`config.mk`:
```
export PLATFORM = sky130hd
export DESIGN_NAME = ifu_itcm_rsp
export DESIGN_NICKNAME = d
export VERILOG_FILES = /design/src/rtl/ifu_itcm_rsp_pkg.sv /design/src/rtl/gnrl_dffs.sv /design/src/rtl/ifu_itcm_rsp_buf.sv /design/src/rtl/ifu_itcm_rsp.sv
export SDC_FILE = /design/constraint.sdc
export NUM_CORES = 1
export LEC_CHECK = 0
export BUFFER_PORTS_ARGS = -buffer_cell sky130_fd_sc_hd__buf_4
export CAP_MARGIN = 20
export CORE_ASPECT_RATIO = 1.5
export CORE_UTILIZATION = 42
export CTS_CLUSTER_SIZE = 12
export DETAILED_ROUTE_END_ITERATION = 10
export PLACE_DENSITY = 0.95
export SYNTH_ARGS = -nofsm -noshare
export SYNTH_HDL_FRONTEND = slang
export SYNTH_SLANG_ARGS = --single-unit
```
`constraint.sdc`:
```
create_clock -name clk -period 4.5 [get_ports clk]
set_clock_uncertainty 0.1 [all_clocks]
set_input_delay 0.675 -clock clk [delete_from_list [all_inputs] [get_ports clk]]
set_output_delay 0.675 -clock clk [all_outputs]
set_load 0.05 [all_outputs]
```
`src/rtl/ifu_itcm_rsp_pkg.sv`:
```
// ---------------------------------------------------------------------------
// ifu_itcm_rsp_pkg
// Shared definitions for the IFU ITCM responder.
//   - Global macros: PC_SIZE, INSTR_SIZE, INSTR_NOP and the ITCM defaults.
//     They are guarded so that an existing project-wide defines file wins.
//   - itcm_state_e: responder FSM state encoding.
// ---------------------------------------------------------------------------
`ifndef PC_SIZE
`define PC_SIZE 32
`endif
`ifndef INSTR_SIZE
`define INSTR_SIZE 32
`endif
`ifndef INSTR_NOP
`define INSTR_NOP 32'h0000_0013
`endif
`ifndef ITCM_BASE_DEFAULT
`define ITCM_BASE_DEFAULT 32'h8000_0000
`endif
`ifndef ITCM_ADDR_WIDTH_DEFAULT
`define ITCM_ADDR_WIDTH_DEFAULT 14
`endif

package ifu_itcm_rsp_pkg;

    localparam logic [1:0] ST_IDLE_ENC = 2'd0;  // nothing outstanding
    localparam logic [1:0] ST_RSP_ENC  = 2'd1;  // SRAM output valid this cycle
    localparam logic [1:0] ST_HOLD_ENC = 2'd2;  // response parked in holding buffer

    typedef enum logic [1:0] {
        ST_IDLE = ST_IDLE_ENC,
        ST_RSP  = ST_RSP_ENC,
        ST_HOLD = ST_HOLD_ENC
    } itcm_state_e;

endpackage

```
`src/rtl/gnrl_dffs.sv`:
```
// ---------------------------------------------------------------------------
// General-purpose flop primitives.
//   gnrl_dffr  : asynchronous active-low reset to 0, loads every cycle.
//     dnxt (in, DW), qout (out, DW), clk, rst_n
//   gnrl_dfflr : as gnrl_dffr but loads only when lden is high.
//     lden (in), dnxt (in, DW), qout (out, DW), clk, rst_n
// ---------------------------------------------------------------------------
module gnrl_dffr #(
    parameter int DW = 32
) (
    input  logic [DW-1:0] dnxt,
    output logic [DW-1:0] qout,
    input  logic          clk,
    input  logic          rst_n
);
    logic [DW-1:0] qout_q;

    always_ff @(posedge clk or negedge rst_n) begin
        if (!rst_n) begin
            qout_q <= '0;
        end else begin
            qout_q <= dnxt;
        end
    end

    assign qout = qout_q;
endmodule

module gnrl_dfflr #(
    parameter int DW = 32
) (
    input  logic          lden,
    input  logic [DW-1:0] dnxt,
    output logic [DW-1:0] qout,
    input  logic          clk,
    input  logic          rst_n
);
    logic [DW-1:0] qout_q;

    always_ff @(posedge clk or negedge rst_n) begin
        if (!rst_n) begin
            qout_q <= '0;
        end else if (lden) begin
            qout_q <= dnxt;
        end
    end

    assign qout = qout_q;
endmodule

```
`src/rtl/ifu_itcm_rsp_buf.sv`:
```
// ---------------------------------------------------------------------------
// ifu_itcm_rsp_buf
// Single-entry holding buffer for a stalled fetch response (data + err).
//   clk, rst_n   : clock, async active-low reset (buffer resets to 0)
//   load_i       : capture data_i/err_i
//   clear_i      : return the entry to 0 (load_i wins if both are high)
//   data_i/err_i : response to capture
//   data_o/err_o : held response
// ---------------------------------------------------------------------------
module ifu_itcm_rsp_buf #(
    parameter int DW = 32
) (
    input  logic          clk,
    input  logic          rst_n,
    input  logic          load_i,
    input  logic          clear_i,
    input  logic [DW-1:0] data_i,
    input  logic          err_i,
    output logic [DW-1:0] data_o,
    output logic          err_o
);
    logic          buf_en;
    logic [DW:0]   buf_d;
    logic [DW:0]   buf_q;

    always_comb begin
        buf_en = load_i | clear_i;
        buf_d  = '0;
        if (load_i) begin
            buf_d = {err_i, data_i};
        end
    end

    gnrl_dfflr #(.DW(DW + 1)) u_buf_dff (
        .lden  (buf_en),
        .dnxt  (buf_d),
        .qout  (buf_q),
        .clk   (clk),
        .rst_n (rst_n)
    );

    assign err_o  = buf_q[DW];
    assign data_o = buf_q[DW-1:0];
endmodule

```
`src/rtl/ifu_itcm_rsp.sv`:
```
// ---------------------------------------------------------------------------
// ifu_itcm_rsp
// IFU fetch responder in front of a single-port synchronous ITCM SRAM with
// 1-cycle read latency. One fetch per cycle sustained, full backpressure on
// the response side, and a loader write port that has priority over fetch.
//
// Handshake rule (all three channels): a transfer happens on a rising edge
// where valid and ready are both high; ready may depend combinationally on
// valid of the other channels, and a presented response holds its payload
// stable until it is taken.
//
// Ports:
//   clk, rst_n                      clock, async active-low reset
//   ifu_req_valid/ready/pc          fetch request channel
//   ifu_rsp_valid/ready/instr/err   fetch response channel (err = out of window)
//   ld_valid/ready/addr/wdata       loader write channel (word address)
//   ram_cs/we/addr/wdata, ram_dout  SRAM macro interface
//   dbg_state                       current FSM state (itcm_state_e encoding)
// ---------------------------------------------------------------------------
module ifu_itcm_rsp
    import ifu_itcm_rsp_pkg::*;
#(
    parameter int                   ITCM_ADDR_WIDTH = `ITCM_ADDR_WIDTH_DEFAULT,
    parameter logic [`PC_SIZE-1:0]  ITCM_BASE       = `ITCM_BASE_DEFAULT
) (
    input  logic                        clk,
    input  logic                        rst_n,
    input  logic                        ifu_req_valid,
    output logic                        ifu_req_ready,
    input  logic [`PC_SIZE-1:0]         ifu_req_pc,
    output logic                        ifu_rsp_valid,
    input  logic                        ifu_rsp_ready,
    output logic [`INSTR_SIZE-1:0]      ifu_rsp_instr,
    output logic                        ifu_rsp_err,
    input  logic                        ld_valid,
    output logic                        ld_ready,
    input  logic [ITCM_ADDR_WIDTH-3:0]  ld_addr,
    input  logic [`INSTR_SIZE-1:0]      ld_wdata,
    output logic                        ram_cs,
    output logic                        ram_we,
    output logic [ITCM_ADDR_WIDTH-3:0]  ram_addr,
    output logic [`INSTR_SIZE-1:0]      ram_wdata,
    input  logic [`INSTR_SIZE-1:0]      ram_dout,
    output logic [1:0]                  dbg_state
);
    itcm_state_e              state_d;
    itcm_state_e              state_q;
    logic [1:0]               state_raw_q;
    logic                     err_d;
    logic                     err_q;

    logic                     is_idle;
    logic                     is_rsp;
    logic                     is_hold;
    logic                     slot_free;
    logic                     req_hsk;
    logic                     ld_hsk;
    logic                     in_win;
    logic [`INSTR_SIZE-1:0]   fresh_instr;
    logic [`INSTR_SIZE-1:0]   buf_data;
    logic                     buf_err;
    logic                     buf_load;
    logic                     buf_clear;
    logic                     unused_pc_lsb;

    // Instructions are word aligned; the byte offset carries no information.
    assign unused_pc_lsb = ^ifu_req_pc[1:0];

    assign state_q = itcm_state_e'(state_raw_q);
    assign is_idle = (state_q == ST_IDLE);
    assign is_rsp  = (state_q == ST_RSP);
    assign is_hold = (state_q == ST_HOLD);

    // The single response slot frees up either when empty or in the very
    // cycle the current response is taken, which gives back-to-back fetch.
    assign slot_free = is_idle | ((is_rsp | is_hold) & ifu_rsp_ready);

    // Loader owns the SRAM port whenever it asks; fetch waits it out.
    assign ld_ready      = ld_valid & slot_free;
    assign ifu_req_ready = ~ld_valid & slot_free;
    assign ld_hsk        = ld_valid & ld_ready;
    assign req_hsk       = ifu_req_valid & ifu_req_ready;

    assign in_win = (ifu_req_pc[`PC_SIZE-1:ITCM_ADDR_WIDTH] ==
                     ITCM_BASE[`PC_SIZE-1:ITCM_ADDR_WIDTH]);

    // SRAM port: out-of-window fetches never touch the macro.
    always_comb begin
        ram_cs    = ld_hsk | (req_hsk & in_win);
        ram_we    = ld_hsk;
        ram_addr  = ld_hsk ? ld_addr : ifu_req_pc[ITCM_ADDR_WIDTH-1:2];
        ram_wdata = ld_wdata;
    end

    // Error flag travels with the request into the response cycle.
    assign err_d = ~in_win;

    gnrl_dfflr #(.DW(1)) u_err_dff (
        .lden  (req_hsk),
        .dnxt  (err_d),
        .qout  (err_q),
        .clk   (clk),
        .rst_n (rst_n)
    );

    always_comb begin
        state_d = state_q;
        case (state_q)
            ST_IDLE: begin
                if (req_hsk) begin
                    state_d = ST_RSP;
                end
            end
            ST_RSP, ST_HOLD: begin
                if (ifu_rsp_ready) begin
                    state_d = req_hsk ? ST_RSP : ST_IDLE;
                end else begin
                    state_d = ST_HOLD;
                end
            end
            default: state_d = ST_IDLE;
        endcase
    end

    gnrl_dffr #(.DW(2)) u_state_dff (
        .dnxt  (state_d),
        .qout  (state_raw_q),
        .clk   (clk),
        .rst_n (rst_n)
    );

    assign fresh_instr = err_q ? `INSTR_NOP : ram_dout;

    // The SRAM output is only valid in the RSP cycle, so a stalled response
    // is parked here rather than re-reading the macro.
    assign buf_load  = is_rsp & ~ifu_rsp_ready;
    assign buf_clear = is_hold & ifu_rsp_ready;

    ifu_itcm_rsp_buf #(.DW(`INSTR_SIZE)) u_buf (
        .clk     (clk),
        .rst_n   (rst_n),
        .load_i  (buf_load),
        .clear_i (buf_clear),
        .data_i  (fresh_instr),
        .err_i   (err_q),
        .data_o  (buf_data),
        .err_o   (buf_err)
    );

    always_comb begin
        ifu_rsp_valid = ~is_idle;
        ifu_rsp_instr = is_hold ? buf_data : fresh_instr;
        // err_q lingers after the response; only report it while presenting.
        ifu_rsp_err   = is_hold ? buf_err : (is_rsp & err_q);
        dbg_state     = state_raw_q;
    end
endmodule

```
==> results of run 1 <==
-- worst max-delay path: cells and delay by family, from the launching register on --
family | cells | cell delay, ns
buf+inv | 2 | 0.29
flops | 1 | 0.42
compound gates | 1 | 0.26
simple gates | 1 | 0.21
mux | 1 | 0.37
fa+ha+maj | 1 | 0.33
-- cell families (layout without fill, tap and decap cells) --
kind of cell	after synthesis	in the layout	share of synthesized area (%)
AO/OA/AOI/OAI	71	71	15.3
adder cells (fa/ha/maj)	4	4	2.09
buffers and inverters	58	147	14.7
flip-flops	36	36	37.5
multiplexers	15	15	7.98
AND/OR/NAND/NOR	113	113	22.4
-- state kept, by name (all words and copies together), names as in the netlist --
| name | count |
|---|---|
| u_buf.u_buf_dff.qout | 33 |
| u_state_dff.qout | 2 |
| u_err_dff.qout | 1 |
-- power by group through the flow --
stage	combinational [mW]	sequential, mW	clock (mW)
floorplan	0.517	0.395	0
global placement	0.655	0.374	0
detailed placement	0.662	0.376	0
CTS	0.663	0.370	0.314
global route	0.718	0.373	0.325
finish	0.675	0.371	0.306
-- synthesized netlist by cell type --
| cell | number | area [um2] |
|---|---|---|
| inv_1 | 8 | 30.0 |
| nand2_1 | 64 | 240 |
| nor4b_1 | 1 | 8.76 |
| mux2_4 | 7 | 105 |
| nor3_1 | 3 | 15.0 |
| nand3b_1 | 1 | 7.51 |
| buf_2 | 5 | 25.0 |
| mux2i_1 | 3 | 30.0 |
| and2_1 | 1 | 6.26 |
| a21o_2 | 1 | 8.76 |
| nor4_1 | 3 | 18.8 |
| ha_1 | 4 | 50.1 |
| nor2b_1 | 2 | 12.5 |
| dfrtp_1 | 36 | 901 |
| clkbuf_1 | 12 | 45.0 |
| a21oi_1 | 3 | 15.0 |
| nand2_4 | 1 | 11.3 |
| nor2_1 | 5 | 18.8 |
| o22a_1 | 1 | 8.76 |
| o31ai_1 | 1 | 7.51 |
| nand2b_1 | 30 | 188 |
| nand4_1 | 1 | 6.26 |
| buf_6 | 1 | 11.3 |
| nand3_1 | 1 | 5.00 |
| mux2_2 | 5 | 56.3 |
| o211ai_1 | 1 | 7.51 |
| buf_4 | 32 | 240 |
| o21ai_0 | 64 | 320 |
-- routing by layer --
metal	up-vias	part of all wire [%]	global-route usage, %
li1	1119	-	-
met1	1074	34	20.7
met2	113	53	42.7
met3	29	9.5	7.61
met4	0	3.7	10.6
met5	-	0	0
-- cell type report --
| cell class | count | area (um2) | share of cell area, % |
|---|---|---|---|
| clock buffers | 7 | 96.3 | 2.92 |
| repair buffers | 131 | 996 | 30.2 |
| inverters | 8 | 30.0 | 0.909 |
| flip-flops and latches | 36 | 901 | 27.3 |
| well taps | 70 | 87.6 | 2.65 |
| multi-input cells | 203 | 1160 | 35.2 |
| clock inverters | 1 | 30.0 | 0.909 |
-- how the worst min path moves through the flow --
stage,from,end,slack (ns),depth (start not counted)
detailed placement,u_buf.u_buf_dff.qout[21]$_DFFE_PN0P_,u_buf.u_buf_dff.qout[21]$_DFFE_PN0P_,0.37,2
global placement,u_buf.u_buf_dff.qout[1]$_DFFE_PN0P_,u_buf.u_buf_dff.qout[1]$_DFFE_PN0P_,0.36,2
CTS,rst_n,u_buf.u_buf_dff.qout[22]$_DFFE_PN0P_,0.25,1
finish,rst_n,u_buf.u_buf_dff.qout[30]$_DFFE_PN0P_,0.24,1
floorplan,rst_n,u_buf.u_buf_dff.qout[0]$_DFFE_PN0P_,0.28,0
global route,rst_n,u_buf.u_buf_dff.qout[22]$_DFFE_PN0P_,0.27,1
==> flow_metrics.tcl, run 1 <==
set metrics [dict create \
    status "completed" \
    ctsResizeCount 0 \
    r2r-start "u_state_dff.qout[0]$_DFFE_PN0P_" \
    portBuffers 130 \
    fin_area_mm2 0.00330 \
    grt_pass1_vias 2153 \
    fillCellCount 499 \
    worst-path-max-fanout 15 \
    place_hpwl_mm 5.30 \
    die_y_um 94.6 \
    arrival_ns 2.16 \
    synth_cell_type_count 28 \
    fmaxAchievable_ghz 0.340 \
    r2r_end "u_buf.u_buf_dff.qout[28]$_DFFE_PN0P_" \
    dp.cells 447 \
    slowest_delay_ns 0.42 \
    end_kind "output pin" \
    endpoint "ram_addr[3]" \
    wl_mm 6.98 \
    netlist_area_mm2 0.00240 \
    finalNonFillerCells 456 \
    area_growth_syn_to_layout_pct 37.6 \
    ys_warn_count 0 \
    sw_frac_of_total_pct 43.1 \
    seqPwrFrac_pct 27.4 \
    tns_ns 0 \
    drc 0 \
    crit_path_top_delay_cell "dfrtp_1" \
    finalNetCount 502 \
    htree_num_levels 2 \
    ctsHoldBuffers 0 \
    num_antenna_cells 0 \
    rows 33 \
    p_per_area_mw_per_mm2 409 \
    power_mw 1.35 \
    postLayoutCoreUtil_pct 60.2 \
    startpoint "u_state_dff.qout[0]$_DFFE_PN0P_" \
    hp-class "in -> async" \
    r2r_cells 6 \
    p_comb_share_pct 49.9 \
    crit_path_start_kind "register" \
    timing.slew.headroom_pct 32.4 \
    clockPowerShare_pct 22.6 \
    grt_max_degree 69 \
    routedWlPerCell_um 15.3 \
    syn_area_per_cell_um2 8.08 \
    clockBufferDepth 2 \
    grt_remaining_overflow 0 \
    drv_cap 0 \
    post-route-period-util_pct 65.3 \
    drtIter0Drc 82 \
    io_pins 197 \
    cp_data_required_time_ns 3.72 \
    synth_nets 414 \
    syn_inst 297 \
    worst_slack_ns 1.56 \
    firstDrtPassIters 4 \
    synth_seq_area_share_pct 37.5 \
    hold-worst-slack_ns 0.238 \
    placed_area_mm2 0.00316 \
    vdd_drop_max_mv 0.361 \
    vias 2335 \
    grt.total_usage_pct 22.3 \
    dieArea_mm2 0.00603 \
    worstSkewPairLatency_ns 0.28 \
    pre_cts_ws_ns 1.77 \
    hold_viol 0 \
    reg2reg_slack_ns 2.21 \
    cts-root-buf "clkbuf_8" \
    start_util_pct 43.7 \
    maxSlewViolCount 0 \
    post_cts_buffers 0 \
    p_int_uw 769 \
    drive_gt1_share_pct 40.2 \
    antenna_found_initial 0 \
    leakagePower_nw 1.59 \
    finalCriticalPeriod_ns 2.94 \
    gp_congestion 0.837 \
    final_cell_mix "buf_4, nand2_1, o21ai_0" \
    rsz0062_at_grt "no" \
    numCtsBuffers 5 \
    core_mm2 0.00549 \
    worstSetupPathType "reg -> out" \
    cts_num_sinks 36 \
    final_common_cell "buf_4" \
    ant_nets 0 \
    netSwitchingPower_uw 582 \
    grt_pass1_wl_mm 10.2 \
    synth_seq_cells 36 \
    clkTransAtPathRegs_ns 0.07 \
    die-width_um 63.7 \
    setup_violations 0 \
    worst_pin_slew_ns 1.01 \
    cts_tree "yes" \
    viasPerCell 5.12 \
    worstPathCellList "inv_1 -> ha_1 -> a21o_2 -> nand2_4 -> mux2_2 -> buf_4" \
]
Note: power is estimated with default switching activity, not from simulation.
==> run 2: changes to the inputs <==
--- a/config.mk
+++ b/config.mk
@@ -8,10 +8,10 @@
 export BUFFER_PORTS_ARGS = -buffer_cell sky130_fd_sc_hd__buf_4
 export CAP_MARGIN = 20
 export CORE_ASPECT_RATIO = 1.5
-export CORE_UTILIZATION = 42
+export CORE_UTILIZATION = 39
 export CTS_CLUSTER_SIZE = 12
 export DETAILED_ROUTE_END_ITERATION = 10
-export PLACE_DENSITY = 0.95
+export PLACE_DENSITY = 0.91
 export SYNTH_ARGS = -nofsm -noshare
 export SYNTH_HDL_FRONTEND = slang
 export SYNTH_SLANG_ARGS = --single-unit
==> constraint.sdc (replaced) <==
create_clock -name clk -period 2.9 [get_ports clk]
set_clock_uncertainty 0.1 [all_clocks]
set_input_delay 0.435 -clock clk [delete_from_list [all_inputs] [get_ports clk]]
set_output_delay 0.435 -clock clk [all_outputs]
set_load 0.05 [all_outputs]
==> run 2 against run 1 <==
The run now ends with hold timing left. Critical path depth unchanged. Die area increased by 7.5%. Cell count increased by 0.88%. Routed wire length decreased by 4.3%. Utilization decreased by 4.1 points. Design area decreased by 0.30%. Count of clock-buffer cells in the layout decreased by 2. Non-clock buffer count increased by 2. Global-route usage decreased by 1.7 points. Flip-flop and latch count unchanged. Clock power increased by 44%. Sequential share of layout area increased by 0.083 points.
==> flow_metrics.tcl, run 2 (synthesis gave the netlist of run 1 again) <==
set metrics [dict create \
    status "finished with violations" \
    violations "hold timing" \
    vias 2331 \
    fin_area_mm2 0.00329 \
    grt_pass1_wl_mm 10.3 \
    rows 34 \
    area_growth_syn_to_layout_pct 37.2 \
    hp-class "in -> async" \
    cp_data_required_time_ns 2.37 \
    finalNetCount 504 \
    antenna_found_initial 0 \
    p_per_area_mw_per_mm2 621 \
    placed_area_mm2 0.00318 \
    clockBufferDepth 2 \
    worstSetupPathType "reg -> out" \
    arrival_ns 2.12 \
    end_kind "output pin" \
    post_cts_buffers 0 \
    drtIter0Drc 99 \
    final_common_cell "buf_4" \
    io_pins 197 \
    grt_remaining_overflow 0 \
    rsz0062_at_grt "no" \
    largest_reg_flops 33 \
    power_mw 2.04 \
    fillCellCount 573 \
    num_antenna_cells 0 \
    die-width_um 66.1 \
    crit_path_start_kind "register" \
    worst_pin_slew_ns 1.01 \
    worstSkewPairLatency_ns 0.28 \
    maxSlewViolCount 0 \
    ant_nets 0 \
    worst-path-max-fanout 15 \
    ctsResizeCount 0 \
    die_y_um 98.1 \
    setup_violations 0 \
    hold-worst-slack_ns -0.0118 \
    drc 0 \
    leakagePower_nw 1.58 \
    drv_cap 0 \
    htree_num_levels 2 \
    core_mm2 0.00587 \
    vdd_drop_max_mv 0.444 \
    ctsHoldBuffers 0 \
    place_hpwl_mm 5.17 \
    cts-root-buf "clkbuf_8" \
    hold_viol 8 \
    firstDrtPassIters 5 \
    cts_num_sinks 36 \
    dp.cells 452 \
    post-route-period-util_pct 91.4 \
    drive_gt1_share_pct 40.5 \
    timing.slew.headroom_pct 32.5 \
    numCtsBuffers 5 \
    grt_pass1_vias 2241 \
    clkTransAtPathRegs_ns 0.08 \
    routedWlPerCell_um 14.5 \
    final_cell_mix "buf_4, nand2_1, o21ai_0" \
    dieArea_mm2 0.00648 \
    finalNonFillerCells 460 \
    start_util_pct 40.9 \
    grt.total_usage_pct 20.7 \
    portBuffers 130 \
    gp_congestion 0.813 \
    fmaxAchievable_ghz 0.377 \
    finalCriticalPeriod_ns 2.65 \
    tns_ns 0 \
    viasPerCell 5.07 \
    cts_tree "yes" \
    wl_mm 6.68 \
    grt_max_degree 41 \
]
[run 2: cell types whose count changed in the layout (fill, tap and decap cells not counted)]
cell        before  now
o21ai_1          0    1
buf_12           1    0
clkinvlp_4       0    1
buf_4          130  133
o21ai_0         64   63
clkinv_2         0    1
clkbuf_8         7    5
[run 2: metal layers]
metal | vias to the layer above | track usage [%] | routed length (um)
li1 | 1122 | - | -
met1 | 1041 | 21.1 | 2240
met2 | 137 | 36.6 | 3460
met3 | 31 | 5.14 | 678
met4 | 0 | 12.3 | 309
met5 | - | 0 | 0
[run 2: where the power goes]
group | total [mW] | leakage (nW) | internal (mW) | switching, mW
Sequential | 0.571 | 0.488 | 0.543 | 0.0284
Combinational | 1.03 | 1.04 | 0.340 | 0.691
Clock | 0.442 | 0.0541 | 0.254 | 0.187
Total | 2.04 | 1.58 | 1.14 | 0.907
[run 2: path summary, 6_finish.rpt]
kind                       slack [ns]                                 start                                    to  cells past startpoint
max                              0.25       u_state_dff.qout[0]$_DFFE_PN0P_                           ram_addr[2]                      6
min in group clk                 0.32                         ifu_rsp_ready  u_buf.u_buf_dff.qout[32]$_DFFE_PN0P_                      2
min reg2reg                      0.38  u_buf.u_buf_dff.qout[19]$_DFFE_PN0P_  u_buf.u_buf_dff.qout[19]$_DFFE_PN0P_                      2
max reg2reg                      0.67       u_state_dff.qout[0]$_DFFE_PN0P_  u_buf.u_buf_dff.qout[30]$_DFFE_PN0P_                      6
max in group asynchronous        2.37                                 rst_n   u_buf.u_buf_dff.qout[5]$_DFFE_PN0P_                      1
min                             -0.01                                 rst_n  u_buf.u_buf_dff.qout[16]$_DFFE_PN0P_                      1
[run 2: worst max-delay path, stage by stage, from the launching register on]
cell and delay [ns]:
dfrtp_1 0.42, inv_1 0.09, ha_1 0.31, a21o_2 0.25, nand2_4 0.21, mux2_2 0.37
buf_4 0.19
[run 2: stage by stage]
stage	worst slack, ns	utilization [%]
6_report	0.248	56.1
5_1_grt	0.143	56.1
4_1_cts	0.230	56.1
3_5_place_dp	0.547	54.2
3_3_place_gp	0.596	54.2
2_1_floorplan	0.0249	-
[run 2: final cells by class]
cell class | count | area, um2 | area share, %
clock buffers | 5 | 68.8 | 2.09
clock inverters | 3 | 42.5 | 1.29
inverters | 8 | 30.0 | 0.912
multi-input cells | 203 | 1160 | 35.3
flip-flops and latches | 36 | 901 | 27.4
well taps | 72 | 90.1 | 2.74
repair buffers | 133 | 998 | 30.3
